### src/rtl/tetromino_rd_arb.sv
// Round-robin read arbiter for BRAM port 0 of the tetromino shape/colour store.
// Optional macro TETRO_RD_BOUNDS_CHECK_EN answers out-of-range reads with rsp_err instead of a BRAM access.
module tetromino_rd_arb #(
    parameter int DWIDTH    = 32,
    parameter int AWIDTH    = 4,
    parameter int MEM_DEPTH = 10
) (
    input  logic              clk,
    input  logic              rst_n,
    input  logic              req0_valid,
    input  logic [AWIDTH-1:0] req0_addr,
    output logic              req0_ready,
    input  logic              req1_valid,
    input  logic [AWIDTH-1:0] req1_addr,
    output logic              req1_ready,
    output logic              rsp0_valid,
    input  logic              rsp0_ready,
    output logic              rsp1_valid,
    input  logic              rsp1_ready,
    output logic [DWIDTH-1:0] rsp_data,
    output logic              rsp_err,
    output logic [AWIDTH-1:0] bram_addr0,
    output logic              bram_ce0,
    output logic              bram_we0,
    output logic [DWIDTH-1:0] bram_d0,
    input  logic [DWIDTH-1:0] bram_q0
);

    typedef enum logic [1:0] {IDLE, RD, CAP, RSP} state_t;

    localparam logic [AWIDTH:0] DEPTH_LIM = (AWIDTH+1)'(MEM_DEPTH);

    // A depth larger than the address space cannot be addressed at all.
    if (MEM_DEPTH > (1 << AWIDTH)) begin : g_depth_check
        $error("tetromino_rd_arb: MEM_DEPTH exceeds the AWIDTH address space");
    end

    state_t            state, state_nxt;
    logic              cur_id;
    logic              last_grant;
    logic [AWIDTH-1:0] cur_addr;
    logic              grant0, grant1;
    logic              accept;
    logic              accept_id;
    logic [AWIDTH-1:0] accept_addr;
    logic              accept_oob;
    logic              rsp_hs;

    // On contention the requester that was not served last wins.
    always_comb begin
        grant0      = req0_valid && (!req1_valid || last_grant);
        grant1      = req1_valid && (!req0_valid || !last_grant);
        req0_ready  = (state == IDLE) && grant0;
        req1_ready  = (state == IDLE) && grant1;
        accept      = req0_ready || req1_ready;
        accept_id   = req1_ready;
        accept_addr = req1_ready ? req1_addr : req0_addr;
`ifdef TETRO_RD_BOUNDS_CHECK_EN
        accept_oob  = ({1'b0, accept_addr} >= DEPTH_LIM);
`else
        accept_oob  = 1'b0;
`endif
        rsp_hs      = (state == RSP) && (cur_id ? rsp1_ready : rsp0_ready);
    end

    always_comb begin
        state_nxt = state;
        case (state)
            IDLE: if (accept) state_nxt = accept_oob ? RSP : RD;
            RD:   state_nxt = CAP;
            CAP:  state_nxt = RSP;
            RSP:  if (rsp_hs) state_nxt = IDLE;
            default: state_nxt = IDLE;
        endcase
    end

    always_ff @(posedge clk or negedge rst_n) begin
        if (!rst_n) state <= IDLE;
        else        state <= state_nxt;
    end

    always_ff @(posedge clk or negedge rst_n) begin
        if (!rst_n) begin
            cur_id     <= 1'b0;
            cur_addr   <= '0;
            last_grant <= 1'b1;
        end else if (accept) begin
            cur_id     <= accept_id;
            cur_addr   <= accept_addr;
            last_grant <= accept_id;
        end
    end

    // Response word is held from CAP (or an out-of-range accept) until the next one.
    always_ff @(posedge clk or negedge rst_n) begin
        if (!rst_n)                     rsp_data <= '0;
        else if (state == CAP)          rsp_data <= bram_q0;
        else if (accept && accept_oob)  rsp_data <= '0;
    end

`ifdef TETRO_RD_BOUNDS_CHECK_EN
    always_ff @(posedge clk or negedge rst_n) begin
        if (!rst_n)                     rsp_err <= 1'b0;
        else if (state == CAP)          rsp_err <= 1'b0;
        else if (accept && accept_oob)  rsp_err <= 1'b1;
    end
`else
    assign rsp_err = 1'b0;
`endif

    assign rsp0_valid = (state == RSP) && !cur_id;
    assign rsp1_valid = (state == RSP) &&  cur_id;
    assign bram_ce0   = (state == RD);
    assign bram_addr0 = cur_addr;
    assign bram_we0   = 1'b0;
    assign bram_d0    = '0;

endmodule

### config.mk
export PLATFORM = sky130hd
export DESIGN_NAME = tetromino_rd_arb
export DESIGN_NICKNAME = d
export VERILOG_FILES = /design/src/rtl/tetromino_rd_arb.sv
export SDC_FILE = /design/constraint.sdc
export NUM_CORES = 1
export LEC_CHECK = 0
export CAP_MARGIN = 20
export CORE_UTILIZATION = 33
export DETAILED_ROUTE_END_ITERATION = 12
export PLACE_DENSITY_LB_ADDON = 0.2
export SYNTH_ARGS = -nofsm -noshare
export SYNTH_HDL_FRONTEND = slang
export SYNTH_SLANG_ARGS = --single-unit
### constraint.sdc
create_clock -name clk -period 1.5 [get_ports clk]
set_clock_uncertainty 0.1 [all_clocks]
set_input_delay 0.15 -clock clk [delete_from_list [all_inputs] [get_ports clk]]
set_output_delay 0.15 -clock clk [all_outputs]
set_load 0.01 [all_outputs]
Word-level counts from Yosys, hierarchy flattened
Index checks and enable logic that the tools add are counted.
{ "word_totals": {"reg_bits": 40, "out_inout_bits": 75} }
{ "op_classes": {"reduce_logical": 16, "n_eq_ne": 5, "muxes": 5} }
{ "ops": {"columns": ["cell", "n"], "rows": [
  ["case mux 2 bit (4 select lines)", 1],
  ["logical AND 1 bit", 7],
  ["equality test 2 bit, second input constant", 2],
  ["logical NOT 1 bit", 4],
  ["two-way mux 2 bit", 2],
  ["two-way mux 4 bit", 1],
  ["!= test 2 bit, second input constant", 2],
  ["logical OR 1 bit", 3],
  ["equality test 2 x 1 -> 1 bit, second input constant", 1],
  ["logical NOT 2 bit", 1],
  ["AND reduction 2 bit", 1],
  ["two-way mux 1 bit", 1]
]} }

Depth between registers and ports, before layout
{ "logic_depth": {"ltp_word": 7, "ltp_mapped": 7, "ltp_nobuf": 5} }

Worst setup path before layout
No wires, ideal clock.
{ "synth_path": {"kind": "register to register", "from": "register state[0]", "to": "register state[1]", "stages_incl_launch_ff": 7, "period_less_slack_ps": 1534, "required_ps": 1275, "setup_ps": 125, "arrival_time_ps": 1309, "slack_ps": -34, "path_cell_list": "dfrtp_1 inv_1 ha_1 buf_2 o21ai_2 a22oi_2 mux2_4"} }
{ "synth_via": {"elab_chain_len": 5, "elab_cells_between_ends": 12} }
{ "synth_lines": {"columns": ["element", "line_no", "text"], "rows": [
  ["start, declared", "38", "state_t state, state_nxt;"],
  ["start signal, assigned", "79", "else state <= state_nxt;"],
  ["logical NOT 2 bit", "53, 54, 68", null],
  ["logical AND 1 bit, on equally long branches", "53, 54", null],
  ["logical OR 1 bit", "55", "accept = req0_ready || req1_ready;"],
  ["!= test 2 bit (no source line)", null, null],
  ["AND reduction 2 bit (no source line)", null, null]
]} }
Parallel ways exist; a longest one is shown, timed or not.
A chain may end at the register's enable or synchronous reset.

Worst setup path in the final report
{ "layout_path": {"from": "register state[1]", "to": "register rsp_data[1]"} }
{ "layout_via": {"elab_chain_len": 1} }
{ "layout_lines": {"columns": ["element", "line_no", "text"], "rows": [
  ["equality test 2 bit", "97", "else if (state == CAP) rsp_data <= bram_q0;"],
  ["end signal, assigned", "97", null],
  ["end, declared", "20", "output logic [DWIDTH-1:0] rsp_data,"]
]} }
Every way passes these cells.

==> flow_summary.html <==
<table>
<tr><th>Metric</th><th>Value</th></tr>
<tr><th colspan="2">Finish</th></tr>
<tr><td>Most frequent cells in the layout</td><td>sky130_fd_sc_hd__clkdlybuf4s50_1 (80), sky130_fd_sc_hd__dfrtp_1 (39), sky130_fd_sc_hd__conb_1 (34)</td></tr>
<tr><td>Fraction of final layout cells sized beyond drive strength 1</td><td>33.46%</td></tr>
<tr><td>Diode count</td><td>0</td></tr>
<tr><td>Leading cell type in the layout, fill and taps excluded</td><td>sky130_fd_sc_hd__clkdlybuf4s50_1</td></tr>
<tr><td>Final instance area</td><td>3307 um2</td></tr>
<tr><td>Final Core Density</td><td>59.33%</td></tr>
<tr><td>Synthesis-to-layout area growth</td><td>70.41%</td></tr>
<tr><td>Fillcell total</td><td>just under 500</td></tr>
<tr><td>Final-stage net count</td><td>319</td></tr>
<tr><th colspan="2">Clock network</th></tr>
<tr><td>Clock buffers created by TritonCTS</td><td>5</td></tr>
<tr><td>Clock root buffer</td><td>sky130_fd_sc_hd__clkbuf_8</td></tr>
<tr><td>TritonCTS Sinks</td><td>40</td></tr>
<tr><td>Htree depth</td><td>2</td></tr>
<tr><td>Clock slew at reported path FFs</td><td>70 ps</td></tr>
<tr><td>Skew-Pair Late Insertion Delay</td><td>between 200 and 300 ps</td></tr>
<tr><td>Maximum clock insertion buffer count</td><td>2</td></tr>
<tr><td>Clock tree from TritonCTS</td><td>done</td></tr>
<tr><th colspan="2">STA</th></tr>
<tr><td>Final setup margin</td><td>-62.09 ps</td></tr>
<tr><td>Total setup violations reported at the end of the flow</td><td>35</td></tr>
<tr><td>Post-layout minimum cycle time</td><td>between 1500 and 2000 ps</td></tr>
<tr><td>Max Freq</td><td>640.2 MHz</td></tr>
<tr><td>Final total negative setup slack</td><td>-1285 ps</td></tr>
<tr><td>Setup repair after global routing missed its margin</td><td>true</td></tr>
<tr><td>Crit share post-route</td><td>104.1%</td></tr>
<tr><td>Hold violation count in the final report</td><td>0</td></tr>
<tr><td>Pins Over Slew Limit</td><td>0</td></tr>
<tr><th colspan="2">Synthesis</th></tr>
<tr><td>Post-synthesis average cell area</td><td>12.52 um2</td></tr>
<tr><td>Main area contributors after synthesis</td><td>sky130_fd_sc_hd__dfrtp_1 (50%), sky130_fd_sc_hd__mux2_2 (19%), sky130_fd_sc_hd__buf_4 (13%)</td></tr>
<tr><td>Count of synthesis-stage warnings from yosys</td><td>0</td></tr>
<tr><td>Gate count of the mapped netlist</td><td>~160</td></tr>
<tr><td>Biggest area consumer among synthesized cells</td><td>sky130_fd_sc_hd__dfrtp_1</td></tr>
<tr><td>Post-Syn Area</td><td>~1900 um2</td></tr>
<tr><td>Area share of the largest cell type after synthesis</td><td>50.29%</td></tr>
<tr><td>Share of synthesized area occupied by flip-flops and latches</td><td>between 50 and 60%</td></tr>
<tr><td>Number of distinct library cells after synthesis</td><td>26</td></tr>
<tr><td>Synthesized flop and latch total</td><td>40</td></tr>
<tr><th colspan="2">Drt</th></tr>
<tr><td>Detailed Route Iter0 Violations</td><td>31</td></tr>
<tr><td>Number of iterations in the first detailed-routing pass</td><td>4</td></tr>
<tr><td>Number of DRC violations after detailed routing</td><td>0</td></tr>
<tr><td>Count of vias placed by the detailed router</td><td>about 1500</td></tr>
<tr><td>Average via count per standard cell</td><td>4.367</td></tr>
<tr><td>Average detailed-routed wire length per instance</td><td>13.29 um</td></tr>
<tr><td>Antenna Violating Nets Remaining</td><td>0</td></tr>
<tr><td>Wire length reported by the detailed router</td><td>4.532 mm</td></tr>
<tr><th colspan="2">Die</th></tr>
<tr><td>Initial standard-cell utilization of the core</td><td>34.81%</td></tr>
<tr><td>Die boundary width</td><td>78.69 um</td></tr>
<tr><td>Number of ports placed on the die boundary</td><td>roughly 120</td></tr>
<tr><td>Die extent in y</td><td>78.69 um</td></tr>
<tr><td>Area of the die</td><td>6191 um2</td></tr>
<tr><td>Floorplan row count</td><td>27</td></tr>
<tr><td>Core Box Area</td><td>around 5600 um2</td></tr>
<tr><th colspan="2">GRT</th></tr>
<tr><td>Total congestion overflow</td><td>0</td></tr>
<tr><td>Via count of the first global-routing pass</td><td>1437</td></tr>
<tr><td>Global-route wire length before repair</td><td>6.920 mm</td></tr>
<tr><td>Initial antenna violation count</td><td>0</td></tr>
<tr><td>GRT Total Usage</td><td>14.59%</td></tr>
<tr><td>Maximum number of pins on one net before global-route repair</td><td>27</td></tr>
<tr><th colspan="2">Critical path</th></tr>
<tr><td>Category of the critical setup timing path</td><td>flip-flop to flip-flop</td></tr>
<tr><td>Type of element capturing the critical path</td><td>flip-flop</td></tr>
<tr><td>R2R Setup Slk</td><td>-60 ps</td></tr>
<tr><td>Worst flop-to-flop path endpoint</td><td>rsp_data[1]</td></tr>
<tr><td>Worst path slowest cell</td><td>sky130_fd_sc_hd__dfrtp_1</td></tr>
<tr><td>Startpoint of the lowest-slack register-to-register path</td><td>state[1]</td></tr>
<tr><td>Critical path buffers and inverters</td><td>3</td></tr>
<tr><td>Data required, critical path</td><td>1570 ps</td></tr>
<tr><td>Setup crit start kind</td><td>flip-flop</td></tr>
<tr><td>Top delay family on crit path</td><td>buffers and inverters</td></tr>
<tr><td>Path depth of the worst reg2reg path</td><td>5</td></tr>
<tr><td>Worst-path fanout max</td><td>7</td></tr>
<tr><td>Largest stage delay on the critical path</td><td>400 ps</td></tr>
<tr><td>Data arrival at the endpoint of the critical path</td><td>1630 ps</td></tr>
<tr><td>Cells traversed along the worst timing path</td><td>buf_6 -&gt; buf_4 -&gt; ha_4 -&gt; clkbuf_16 -&gt; mux2_4</td></tr>
<tr><th colspan="2">Flow run</th></tr>
<tr><td>Number of violations of the max-capacitance limit</td><td>0</td></tr>
<tr><th colspan="2">Worst hold path</th></tr>
<tr><td>Class of the tightest hold or removal check</td><td>input pin to async pin</td></tr>
<tr><th colspan="2">Power and ir drop</th></tr>
<tr><td>Power Density</td><td>2153 nW/um2</td></tr>
<tr><td>Overall power consumption</td><td>7120 uW</td></tr>
<tr><td>Leakage power</td><td>0.001463 uW</td></tr>
<tr><td>VDD IR max</td><td>1.072 mV</td></tr>
<tr><th colspan="2">Placement</th></tr>
<tr><td>Port bufs</td><td>86</td></tr>
<tr><td>Detailed placer's ending HPWL</td><td>roughly 3.0 mm</td></tr>
<tr><td>Gp weighted congestion</td><td>~0.73</td></tr>
<tr><td>Area after DPL</td><td>just under 3000 um2</td></tr>
<tr><th colspan="2">Outcome</th></tr>
<tr><td>Violated checks</td><td>negative setup slack</td></tr>
<tr><td>Outcome</td><td>finished with violations</td></tr>
</table>
-- stage by stage --
step                      worst slack (ps)  std cells  hold slack, ps
final                               -62.09        341           234.6
after global routing                -121.4        341           279.9
after global placement              -257.6        323         -0.5383
after CTS                           -55.24        335           237.6
after floorplan                     -3.090        188          -245.6
after detailed placement            -288.4        323          -1.865
-- power by group --
group	internal (uW)	switching (uW)	total [uW]	leakage [uW]
Clock	655	374	1030	0.0000642
Combinational	2660	1490	4140	0.000936
Sequential	1650	293	1950	0.000464
-- sequential cells by signal (all words and copies together), names as in the netlist --
| register | count |
|---|---|
| last_grant | 1 |
| cur_id | 1 |
| state | 2 |
| bram_addr0 | 4 |
| rsp_data | 32 |
-- cell type report --
class / instances / area, um2 / area share (%)
Clock buffer: 5 / 68.82 / 2.081
Inverter: 4 / 15.01 / 0.4540
Clock inverter: 2 / 60.06 / 1.816
Multi-Input combinational cell: 103 / 892.1 / 26.98
Timing Repair Buffer: 115 / 1179 / 35.64
Tap cell: 72 / 90.09 / 2.724
Sequential cell: 40 / 1002 / 30.31
-- layer usage --
metal / wire [um] / global-route usage, % / vias up
met5: 0 / 0 / -
met3: 363 / 4.070 / 6
met1: 2022 / 18.40 / 717
li1: - / - / 691
met2: 2106 / 24.09 / 75
met4: 40 / 4.444 / 0
-- cells by family (layout without fill, tap and decap cells) --
family,after synthesis,count (layout),synth area share (%)
adders and majority gates,4,4,2.579
muxes,34,34,19.86
and+or+nand+nor,12,12,2.902
buffers and inverters,45,126,15.73
AOI/OAI and AO/OA,19,19,7.092
other,1,34,0.1932
DFF,40,40,51.64
-- cell usage after synthesis --
master	instances
sky130_fd_sc_hd__o21a_1	1
sky130_fd_sc_hd__a21o_2	1
sky130_fd_sc_hd__nand2_1	3
sky130_fd_sc_hd__a21oi_1	1
sky130_fd_sc_hd__buf_2	6
sky130_fd_sc_hd__and2b_2	1
sky130_fd_sc_hd__clkbuf_2	1
sky130_fd_sc_hd__dfstp_2	1
sky130_fd_sc_hd__o21ai_2	1
sky130_fd_sc_hd__a2bb2oi_1	1
sky130_fd_sc_hd__conb_1	1
sky130_fd_sc_hd__buf_4	34
sky130_fd_sc_hd__mux2_4	1
sky130_fd_sc_hd__inv_1	4
sky130_fd_sc_hd__mux2i_1	1
sky130_fd_sc_hd__o22ai_1	1
sky130_fd_sc_hd__mux2_2	32
sky130_fd_sc_hd__a22oi_2	1
sky130_fd_sc_hd__dfrtp_1	39
sky130_fd_sc_hd__nor2_1	6
sky130_fd_sc_hd__and2_2	1
sky130_fd_sc_hd__o2111ai_1	4
sky130_fd_sc_hd__o21ai_0	4
sky130_fd_sc_hd__ha_1	4
sky130_fd_sc_hd__a31oi_1	4
sky130_fd_sc_hd__and2_1	1
-- worst max-delay path by stage --
stage | start | end | slack [ps] | cells after the start
2_1_floorplan | state[0] | rsp_data[0] | -3 | 5
3_3_place_gp | req0_valid | req1_ready | -260 | 4
3_5_place_dp | req0_valid | req1_ready | -290 | 4
4_1_cts | state[0] | state[1] | -60 | 5
5_1_grt | state[1] | state[1] | -120 | 5
6_report | state[1] | rsp_data[1] | -60 | 5
-- repair_timing --
action	4_1_cts	5_1_grt
hold buffers	1	0
endpoints found under the hold margin	14	0
setup buffers	3	4
pin swaps	3	2
endpoints found under the setup margin	40	40
resized for setup	46	17
cloned	1	2
Power figures use the tool's default switching activity.
